--- src/rtl/otter_muldiv_unit_pkg.sv ---
// ---------------------------------------------------------------------------
// otter_muldiv_unit_pkg
//   Shared definitions for the OTTER RV32M multiply/divide unit.
//   - XLEN / MD_ITER : operand width and the iteration count (one bit per edge)
//   - muldiv_op_t    : RV32M funct3 encodings
//   - md_state_t     : controller states, with legacy-style ST_* constants
//   - cond_neg()     : two's-complement negate when a sign flag is set
// ---------------------------------------------------------------------------
package otter_muldiv_unit_pkg;

   localparam int XLEN    = 32;
   localparam int MD_ITER = XLEN;
   localparam int CNT_W   = $clog2(MD_ITER);

   typedef enum logic [2:0] {
      OP_MUL    = 3'd0,
      OP_MULH   = 3'd1,
      OP_MULHSU = 3'd2,
      OP_MULHU  = 3'd3,
      OP_DIV    = 3'd4,
      OP_DIVU   = 3'd5,
      OP_REM    = 3'd6,
      OP_REMU   = 3'd7
   } muldiv_op_t;

   typedef enum logic [1:0] {
      IDLE   = 2'd0,
      CALC   = 2'd1,
      FINISH = 2'd2
   } md_state_t;

   // Plain vector encodings of the states, for code that keeps state in logic.
   localparam logic [1:0] ST_IDLE   = IDLE;
   localparam logic [1:0] ST_CALC   = CALC;
   localparam logic [1:0] ST_FINISH = FINISH;

   function automatic logic [XLEN-1:0] cond_neg(input logic [XLEN-1:0] v,
                                                input logic            neg);
      return neg ? -v : v;
   endfunction

endpackage

--- src/rtl/otter_muldiv_unit_if.sv ---
// ---------------------------------------------------------------------------
// otter_muldiv_unit_if
//   Request/response bundle between the OTTER control path and the mul/div
//   unit.
//   master : drives md_start, md_funct3, md_src_a, md_src_b
//            observes md_ready, md_busy, md_done, md_result
//   slave  : the unit itself (mirror image of master)
// ---------------------------------------------------------------------------
interface otter_muldiv_unit_if;
   import otter_muldiv_unit_pkg::*;

   logic            md_start;
   logic [2:0]      md_funct3;
   logic [XLEN-1:0] md_src_a;
   logic [XLEN-1:0] md_src_b;
   logic            md_ready;
   logic            md_busy;
   logic            md_done;
   logic [XLEN-1:0] md_result;

   modport master (
      output md_start, md_funct3, md_src_a, md_src_b,
      input  md_ready, md_busy, md_done, md_result
   );

   modport slave (
      input  md_start, md_funct3, md_src_a, md_src_b,
      output md_ready, md_busy, md_done, md_result
   );

endinterface

--- src/rtl/otter_muldiv_unit.sv ---
// ---------------------------------------------------------------------------
// otter_muldiv_unit
//   Iterative RV32M multiply/divide unit. A start pulse in IDLE latches the
//   operation and operands; 32 shift-add (multiply) or restoring-divide
//   iterations follow, then a FINISH cycle applies sign correction and special
//   cases and pulses md_done with the registered result. Fixed latency: 33
//   edges from the accepting edge to the edge that raises md_done.
//
//   Ports
//     clk   : system clock, rising edge
//     rst   : synchronous active-high reset
//     md    : otter_muldiv_unit_if.slave
//             md_start/md_funct3/md_src_a/md_src_b in,
//             md_ready/md_busy/md_done/md_result out
// ---------------------------------------------------------------------------
module otter_muldiv_unit
   import otter_muldiv_unit_pkg::*;
(
   input logic                clk,
   input logic                rst,
   otter_muldiv_unit_if.slave md
);

   localparam logic [CNT_W-1:0] LAST_CNT = CNT_W'(MD_ITER - 1);
   localparam logic [XLEN-1:0]  INT_MIN  = {1'b1, {(XLEN-1){1'b0}}};

   // ---------------- control state ----------------
   logic [1:0]       state;
   logic [CNT_W-1:0] count;
   logic [XLEN-1:0]  result_q;
   logic             done_q;

   // ---------------- datapath registers ----------------
   // Multiply: acc = {0, high product, low product / remaining multiplier}.
   // Divide:   acc = {remainder (XLEN+1), quotient / remaining dividend}.
   muldiv_op_t      op_q;
   logic [2*XLEN:0] acc;
   logic [XLEN-1:0] opnd_b;      // |multiplicand| or |divisor|
   logic [XLEN-1:0] dividend_q;  // raw rs1, returned as remainder on /0
   logic            neg_q;       // product or quotient must be negated
   logic            neg_r_q;     // remainder must be negated (dividend sign)
   logic            div0_q;
   logic            ovf_q;

   // ---------------- request decode ----------------
   muldiv_op_t op_in;
   logic       a_signed;
   logic       b_signed;
   logic       sign_a;
   logic       sign_b;
   logic       div0_in;
   logic       ovf_in;
   logic       accept;

   // NOTE: every signal assigned in an always_comb gets a default first, so no
   // path through the block leaves it unassigned and no latch is inferred.
   always_comb begin
      op_in    = muldiv_op_t'(md.md_funct3);
      a_signed = 1'b0;
      b_signed = 1'b0;
      case (op_in)
         OP_MULH, OP_DIV, OP_REM: begin
            a_signed = 1'b1;
            b_signed = 1'b1;
         end
         OP_MULHSU: a_signed = 1'b1;
         default:   ;
      endcase
   end

   assign sign_a  = a_signed & md.md_src_a[XLEN-1];
   assign sign_b  = b_signed & md.md_src_b[XLEN-1];
   assign div0_in = (md.md_src_b == '0);
   // Only signed divide/remainder can overflow; MULH is also signed*signed,
   // hence the explicit divide check on funct3[2].
   assign ovf_in  = op_in[2] & a_signed & b_signed &
                    (md.md_src_a == INT_MIN) & (md.md_src_b == '1);
   assign accept  = (state == ST_IDLE) & md.md_start;

   // ---------------- shared iteration adder ----------------
   // One XLEN+1 wide add/subtract. For divide the carry out of the widened
   // sum is the "no borrow" flag, i.e. the trial subtraction was non-negative.
   logic            is_div;
   logic [XLEN:0]   add_a;
   logic [XLEN:0]   add_b;
   logic [XLEN+1:0] add_sum;
   logic            keep;
   logic [2*XLEN:0] acc_next;

   assign is_div = op_q[2];

   always_comb begin
      add_a    = is_div ? acc[2*XLEN-1:XLEN-1] : acc[2*XLEN:XLEN];
      add_b    = (is_div | acc[0]) ? {1'b0, opnd_b} : '0;
      add_sum  = {1'b0, add_a} + {1'b0, (is_div ? ~add_b : add_b)}
               + {{(XLEN+1){1'b0}}, is_div};
      keep     = add_sum[XLEN+1];
      acc_next = acc;
      if (is_div) begin
         // remainder:quotient shifted left one, quotient LSB = trial success
         acc_next = {(keep ? add_sum[XLEN:0] : add_a), acc[XLEN-2:0], keep};
      end else begin
         // {carry, upper + multiplicand, lower} shifted right one
         acc_next = {1'b0, add_sum[XLEN:0], acc[XLEN-1:1]};
      end
   end

   // ---------------- result selection ----------------
   logic [2*XLEN-1:0] product;
   logic [XLEN-1:0]   quot_s;
   logic [XLEN-1:0]   rem_s;
   logic [XLEN-1:0]   final_result;

   always_comb begin
      // Negating the full double-width product keeps the high half correct.
      product      = neg_q ? -acc[2*XLEN-1:0] : acc[2*XLEN-1:0];
      quot_s       = cond_neg(acc[XLEN-1:0], neg_q);
      rem_s        = cond_neg(acc[2*XLEN-1:XLEN], neg_r_q);
      final_result = product[XLEN-1:0];
      case (op_q)
         OP_MUL:                       final_result = product[XLEN-1:0];
         OP_MULH, OP_MULHSU, OP_MULHU: final_result = product[2*XLEN-1:XLEN];
         OP_DIV, OP_DIVU: begin
            if (div0_q)     final_result = '1;
            else if (ovf_q) final_result = INT_MIN;
            else            final_result = quot_s;
         end
         OP_REM, OP_REMU: begin
            if (div0_q)     final_result = dividend_q;
            else if (ovf_q) final_result = '0;
            else            final_result = rem_s;
         end
         default:           final_result = product[XLEN-1:0];
      endcase
   end

   // ---------------- controller ----------------
   // NOTE: sequential state is updated with non-blocking assignments so every
   // register samples pre-edge values regardless of statement order.
   always_ff @(posedge clk) begin
      if (rst) begin
         state    <= ST_IDLE;
         count    <= '0;
         result_q <= '0;
         done_q   <= 1'b0;
      end else begin
         done_q <= 1'b0;
         case (state)
            ST_IDLE: begin
               if (md.md_start) begin
                  count <= '0;
                  state <= ST_CALC;
               end
            end
            ST_CALC: begin
               if (count == LAST_CNT) begin
                  state <= ST_FINISH;
               end else begin
                  count <= count + 1'b1;
               end
            end
            ST_FINISH: begin
               result_q <= final_result;
               done_q   <= 1'b1;
               state    <= ST_IDLE;
            end
            default: state <= ST_IDLE;
         endcase
      end
   end

   // ---------------- datapath ----------------
   // NOTE: the datapath registers carry no reset; they are fully reloaded on
   // every accepted request and are never observed before that.
   always_ff @(posedge clk) begin
      if (accept) begin
         op_q       <= op_in;
         acc        <= {{(XLEN+1){1'b0}}, cond_neg(md.md_src_a, sign_a)};
         opnd_b     <= cond_neg(md.md_src_b, sign_b);
         dividend_q <= md.md_src_a;
         neg_q      <= sign_a ^ sign_b;
         neg_r_q    <= sign_a;
         div0_q     <= div0_in;
         ovf_q      <= ovf_in;
      end else if (state == ST_CALC) begin
         acc <= acc_next;
      end
   end

   // ---------------- outputs ----------------
   assign md.md_ready  = (state == ST_IDLE);
   assign md.md_busy   = (state != ST_IDLE);
   assign md.md_done   = done_q;
   assign md.md_result = result_q;

endmodule

--- src/flat_wrapper.sv ---
// flat-port wrapper written by rule: the top's interface ports become plain ports
module otter_muldiv_unit_flat import otter_muldiv_unit_pkg::*;
  (clk, rst, md_md_start, md_md_funct3, md_md_src_a, md_md_src_b, md_md_ready, md_md_busy, md_md_done, md_md_result);
  otter_muldiv_unit_if md_i ();
  input logic clk;
  input logic rst;
  input wire logic [$bits(md_i.md_start)-1:0] md_md_start;
  input wire logic [$bits(md_i.md_funct3)-1:0] md_md_funct3;
  input wire logic [$bits(md_i.md_src_a)-1:0] md_md_src_a;
  input wire logic [$bits(md_i.md_src_b)-1:0] md_md_src_b;
  output wire logic [$bits(md_i.md_ready)-1:0] md_md_ready;
  output wire logic [$bits(md_i.md_busy)-1:0] md_md_busy;
  output wire logic [$bits(md_i.md_done)-1:0] md_md_done;
  output wire logic [$bits(md_i.md_result)-1:0] md_md_result;
  assign md_i.md_start = md_md_start;
  assign md_i.md_funct3 = md_md_funct3;
  assign md_i.md_src_a = md_md_src_a;
  assign md_i.md_src_b = md_md_src_b;
  assign md_md_ready = md_i.md_ready;
  assign md_md_busy = md_i.md_busy;
  assign md_md_done = md_i.md_done;
  assign md_md_result = md_i.md_result;
  otter_muldiv_unit u_core (.clk(clk), .rst(rst), .md(md_i));
endmodule
--- config.mk ---
export PLATFORM = sky130hd
export DESIGN_NAME = otter_muldiv_unit_flat
export DESIGN_NICKNAME = d
export VERILOG_FILES = /design/src/rtl/otter_muldiv_unit_pkg.sv /design/src/rtl/otter_muldiv_unit_if.sv /design/src/rtl/otter_muldiv_unit.sv /design/src/flat_wrapper.sv
export SDC_FILE = /design/constraint.sdc
export NUM_CORES = 1
export LEC_CHECK = 0
export CAP_MARGIN = 15
export CORE_UTILIZATION = 35
export CTS_CLUSTER_DIAMETER = 80
export DETAILED_ROUTE_END_ITERATION = 8
export HOLD_SLACK_MARGIN = 0.15
export SYNTH_ARGS = -nofsm -noshare
export SYNTH_HDL_FRONTEND = slang
export SYNTH_SLANG_ARGS = --single-unit
--- constraint.sdc ---
create_clock -name clk -period 5.3 [get_ports clk]
set_clock_uncertainty 0.05 [all_clocks]
set_input_delay 1.06 -clock clk [delete_from_list [all_inputs] [get_ports clk]]
set_output_delay 1.06 -clock clk [all_outputs]
set_load 0.01 [all_outputs]
=== Yosys cells after proc, flatten, opt, wreduce, memory -nomap -nowiden ===
Index checks and enable logic that the tools add are counted.

* Register bits: 176
* Bits of input ports: 70
* Output and inout port bits: 35
* Word-level logic and storage cells: 89

* Add/subtract/negate cells: 8
* Equality and inequality tests: 19
* Mux-type cells: 26
* Bitwise gates (word level): 10
* Reductions and logical operators: 13

{| class="wikitable"
|+ Operator list
! cell !! number
|-
| $mux W32 || 11
|-
| $neg A32 Y32 || 4
|-
| $pmux W32 S4 || 1
|-
| $mux W33 || 3
|-
| $mux W65 || 1
|-
| $eq A32 B32 Y1 const B || 2
|-
| $mux W64 || 1
|-
| $neg A64 Y64 || 1
|-
| $add A33 B33 Y34 || 1
|-
| $add A34 B1 Y34 || 1
|-
| $not A33 Y33 || 1
|-
| $logic_not A32 Y1 || 1
|-
| $eq A3 B3 Y1 const B || 6
|-
| $mux W5 || 2
|-
| $pmux W5 S2 || 1
|-
| $eq A3 B2 Y1 const B || 3
|-
| $and A1 B1 Y1 || 7
|-
| $eq A3 B1 Y1 const B || 2
|-
| $reduce_bool A2 Y1 || 3
|-
| $reduce_or A3 Y1 || 2
|-
| $add A5 B1 Y5 const B || 1
|-
| $eq A5 B5 Y1 const B || 1
|-
| $mux W2 || 2
|-
| $ne A2 B2 Y1 const B || 2
|-
| 13 further kinds || 16
|}

=== Logic depth before layout (Yosys ltp) ===
* Depth after elaboration: 10
* Mapped depth: 19

=== Least setup slack after synthesis ===
Ideal clock, no wire load.

* Path kind: register -> register
* Start point: register u_core.op_q[2]
* End point: register u_core.acc[39]
* Data arrival time: 4522 ps
* Required time: 5114 ps
* Setup slack: 592 ps
* Stages on the path, launching flop included: 19
* Buffers on the path: 7
* Cells stage by stage: edfxtp_1 clkbuf_1 clkbuf_1 clkbuf_1 clkbuf_1 mux2_2 ha_1 clkbuf_1 nand4_1 nor2_1 nand3_1 a31oi_1 o21ai_1 o31a_1 clkbuf_1 nor2_1 buf_2 mux2i_1 o221ai_1

* Cells in the longest elaborated chain, start to end: 8
* Elaborated cells on any way between the ends: 9
* Classes of those cells: add/sub: 2; mux: 5; bitwise: 2

{| class="wikitable"
|+ RTL lines
! element !! RTL line !! text
|-
| from (decl) || otter_muldiv_unit.sv:36 || <nowiki>muldiv_op_t op_q;</nowiki>
|-
| from (signal assigned) || otter_muldiv_unit.sv:177 || <nowiki>op_q <= op_in;</nowiki>
|-
| $or A1 B1 Y1 || otter_muldiv_unit.sv:94 || <nowiki>add_b = (is_div | acc[0]) ? {1'b0, opnd_b} : '0;</nowiki>
|-
| $mux W32 || otter_muldiv_unit.sv:94 ||
|-
| $not A33 Y33 || otter_muldiv_unit.sv:95 || <nowiki>add_sum = {1'b0, add_a} + {1'b0, (is_div ? ~add_b : add_b)}</nowiki>
|-
| $mux W33 || otter_muldiv_unit.sv:95 ||
|-
| $add A33 B33 Y34 || otter_muldiv_unit.sv:95 ||
|-
| $add A34 B1 Y34 || otter_muldiv_unit.sv:96 || <nowiki>+ {{(XLEN+1){1'b0}}, is_div};</nowiki>
|-
| $mux W33 || otter_muldiv_unit.sv:101 || <nowiki>acc_next = {(keep ? add_sum[XLEN:0] : add_a), acc[XLEN-2:0], keep};</nowiki>
|-
| $mux W65 (*) || otter_muldiv_unit.sv:99 || <nowiki>if (is_div) begin</nowiki>
|-
| to (signal assigned) || otter_muldiv_unit.sv:178 || <nowiki>acc <= {{(XLEN+1){1'b0}}, cond_neg(md.md_src_a, sign_a)};</nowiki>
|-
| to (signal assigned) || otter_muldiv_unit.sv:186 || <nowiki>acc <= acc_next;</nowiki>
|-
| to (decl) || otter_muldiv_unit.sv:37 || <nowiki>logic [2*XLEN:0] acc;</nowiki>
|}

Every way passes the cells marked *; elsewhere a longest branch is shown, timed or not.
A chain may end at the register's enable or synchronous reset.

=== Final worst setup path ===
* Start point: register u_core.op_q[2]
* End point: register u_core.acc[58]

The elaborated chain is that of the path after synthesis.

==> results.toml <==
[logic_synthesis]
synth_nets = 1786
mappedNetlistArea_sq_um = 13800
synth_top_area_share_pct = 22.4
synth.avg_cell_area_sq_um = 8.25
async_flop_share_pct = 0
synthFlopType = "edfxtp_1"
synth_cell_types = 77
ys_seq_area_share_pct = 32.9
yosys_register_bits = 176
ys_warn_count = 0
netlist_instances = 1677
yosysTopAreaCell = "edfxtp_1"
synthTopCellsByArea = "edfxtp_1 (22%), dfxtp_1 (11%), o21ai_0 (6.3%), nand2_1 (5.8%), xor2_1 (5.6%)"
synth_edf_count = 103

[pwr]
power_density_nw_per_um2 = 336
p_seq_share_pct = 36.7
netSwitchingPower_w = 0.00220
switching_share_pct = 41.3
internal_power_w = 0.00312
p_total_w = 0.00532
leakagePower_nw = 5.75
power.share.combinational_pct = 37.9
ir_drop_v = 0.000267
clkPwrFrac_pct = 25.3

[clocking]
cts_buffers = 17
clockRootBuffer = "clkbuf_16"
path_clk_slew_ps = 70
clock-sinks = 176
cts_tree = "done"
cts_buffer_depth = 2
htree_levels = 4
cts_setup_buffers = 0
cts_resized = 0
clk_latency_ps = 470
ctsHoldBuffers = 0

[timing]
worst-slew-pin-transition_ps = 1090
slew_headroom_pct = 27.4
finalWorstSetupSlack_ps = 843
max_freq_mhz = 224
period_share_pct = 84.1
hold_viol = 0
final.min_clock_period_ps = 4460
finalMaxSlewViolations = 0
whs_ps = 390
finalSetupViolCount = 0
rsz0062_at_grt = "false"
setup_tns_ps = 0

[layout]
area_delta_synth_final_pct = 14.4
nNetsFinal = 1803
fillCellCount = 3925
seq_area_sq_um = 4550
drive_above_1_share_pct = 6.74
design_area_sq_um = 15800
diodes = 0
multi_input_area_sq_um = 8670

[worst_setup_path]
critical_path_class = "reg2reg"
cp_data_required_time_ps = 5650
r2r_slack_ps = 840
worst_r2r_endpoint = "u_core.acc[58]"
crit_path_start_kind = "flip-flop"
worst-path-max-fanout = 55
rr_startpoint = "u_core.op_q[2]"
end_kind = "flip-flop"
crit_arrival_ps = 4810
cp-endpoint = "u_core.acc[58]"
reg2reg_depth = 12
critPathLaunch = "u_core.op_q[2]"

[flow_run]
max-cap-violations = 0

[global_route]
grt_overflow_total = 0
grt_use_total_pct = 23.9
grt_max_degree = 140
grt_pass1_wl_um = 74800
grt_antenna_before_repair = 1
grt_pass1_vias = 12429

[placement]
io_buffers = 104
gp_congestion = 0.925
place_area_sq_um = 15200
hpwlAfterDp_um = 36300
pre_cts_slack_ps = 863

[routing]
num_vias = 13117
drt-total-wl_um = 48400
drc = 0
firstDrtPassIters = 5
ant_nets = 0
viasPerCell = 5.90
wl_per_cell_um = 21.8
drt_iter0_markers = 1336

[die]
io_pins = 105
start_util_pct = 35.6
die_area_sq_um = 40300
die_x_um = 201
num_rows = 72
core_area_sq_um = 38800
die_h_um = 201

[worst_hold_path]
hp-class = "reg2reg"
hp-start = "u_core.md.md_result[11]"

[run_status]
status = "finished clean"
[stage by stage]
stage / util [%] / cells
6_report: 40.7 / 2225
5_1_grt: 40.7 / 2225
4_1_cts: 40.7 / 2225
3_5_place_dp: 39.2 / 2193
3_3_place_gp: 39.2 / 2193
2_1_floorplan: - / 1677
[cell usage in the layout, fill, tap and decap left out, types with 20 or more instances in the layout]
cell type and count:
nand2_1 215, o21ai_0 174, nor2_1 106, a21oi_1 104, clkdlybuf4s50_1 104, edfxtp_1 103, xor2_1 89, xnor2_1 82
dfxtp_1 73, mux2i_1 50, nor3_1 42, ha_1 38, inv_1 32, mux2_2 30, nand3_1 29, o31ai_1 27
a22oi_1 25, o221ai_1 25, buf_4 21, nand4_1 20
[worst max-delay path: stages, from the launching register on]
cell	delay, ps
edfxtp_1	430
buf_4	540
mux2_2	410
ha_1	440
nand4_1	170
nor2_1	160
nand3_1	100
a31oi_1	260
o21ai_1	240
o31ai_1	530
nand2_1	430
o311ai_0	450
a22o_1	180
[flip-flops by register name, indices dropped and copies added, names as in the netlist]
| register | count |
|---|---|
| u_core.acc | 65 |
| u_core.count | 5 |
| u_core.md.md_result | 32 |
| u_core.neg_q | 1 |
| u_core.state | 2 |
| u_core.op_q | 3 |
| u_core.opnd_b | 32 |
| u_core.neg_r_q | 1 |
| u_core.div0_q | 1 |
| u_core.dividend_q | 32 |
| u_core.md.md_done | 1 |
| u_core.ovf_q | 1 |
[worst min path at each step]
stage	end	slack (ps)	cells after the start
final	u_core.md.md_result[11]	390	2
after global routing	u_core.md.md_result[3]	420	2
after CTS	u_core.md.md_result[11]	390	2
after detailed placement	u_core.md.md_result[11]	380	2
after global placement	u_core.md.md_result[6]	380	2
after floorplan	u_core.acc[64]	410	2
[per-layer routing]
layer  GRT usage, %  routed length [um]  vias to the layer above
met5              0                  10                        -
met3           4.19                3460                       82
met4           8.18                1360                        2
li1               -                   -                     6207
met1           34.0               22500                     6274
met2           36.2               21100                      552
[layout make-up]
cell class / instances / area share [%]
Multi-Input combinational cell: 1340 / 54.8
Clock inverter: 15 / 1.12
Sequential cell: 176 / 28.8
Tap cell: 518 / 4.10
Clock buffer: 17 / 2.69
Inverter: 33 / 0.799
Timing Repair Buffer: 126 / 7.70
[power by group through the flow]
stage / sequential, W / combinational (W) / clock [W]
global placement: 0.00197 / 0.00195 / 0
CTS: 0.00194 / 0.00199 / 0.00137
floorplan: 0.00172 / 0.00158 / 0
global route: 0.00197 / 0.00220 / 0.00141
finish: 0.00195 / 0.00202 / 0.00135
detailed placement: 0.00197 / 0.00198 / 0
[Yosys cell counts, drive strengths merged (30+ instances only)]
master and count:
nor3 43, mux2i 50, ha 38, edfxtp 103
xor2 89, clkbuf 111, nor2 109, mux2 30
a21oi 104, nand2 215, dfxtp 73, inv 32
xnor2 82, o21ai 182
[cell families (layout without fill, tap and decap cells)]
family,after synthesis,count (layout),synth area share [%]
buffers and inverters,161,191,4.43
XOR/XNOR,171,171,10.8
flip-flops,176,176,32.9
multiplexers,80,80,6.06
AO/OA/AOI/OAI,518,518,23.9
adder cells (fa/ha/maj),39,39,3.58
AND/OR/NAND/NOR,532,532,18.2
No activity file was read; power rests on OpenSTA's default activity.
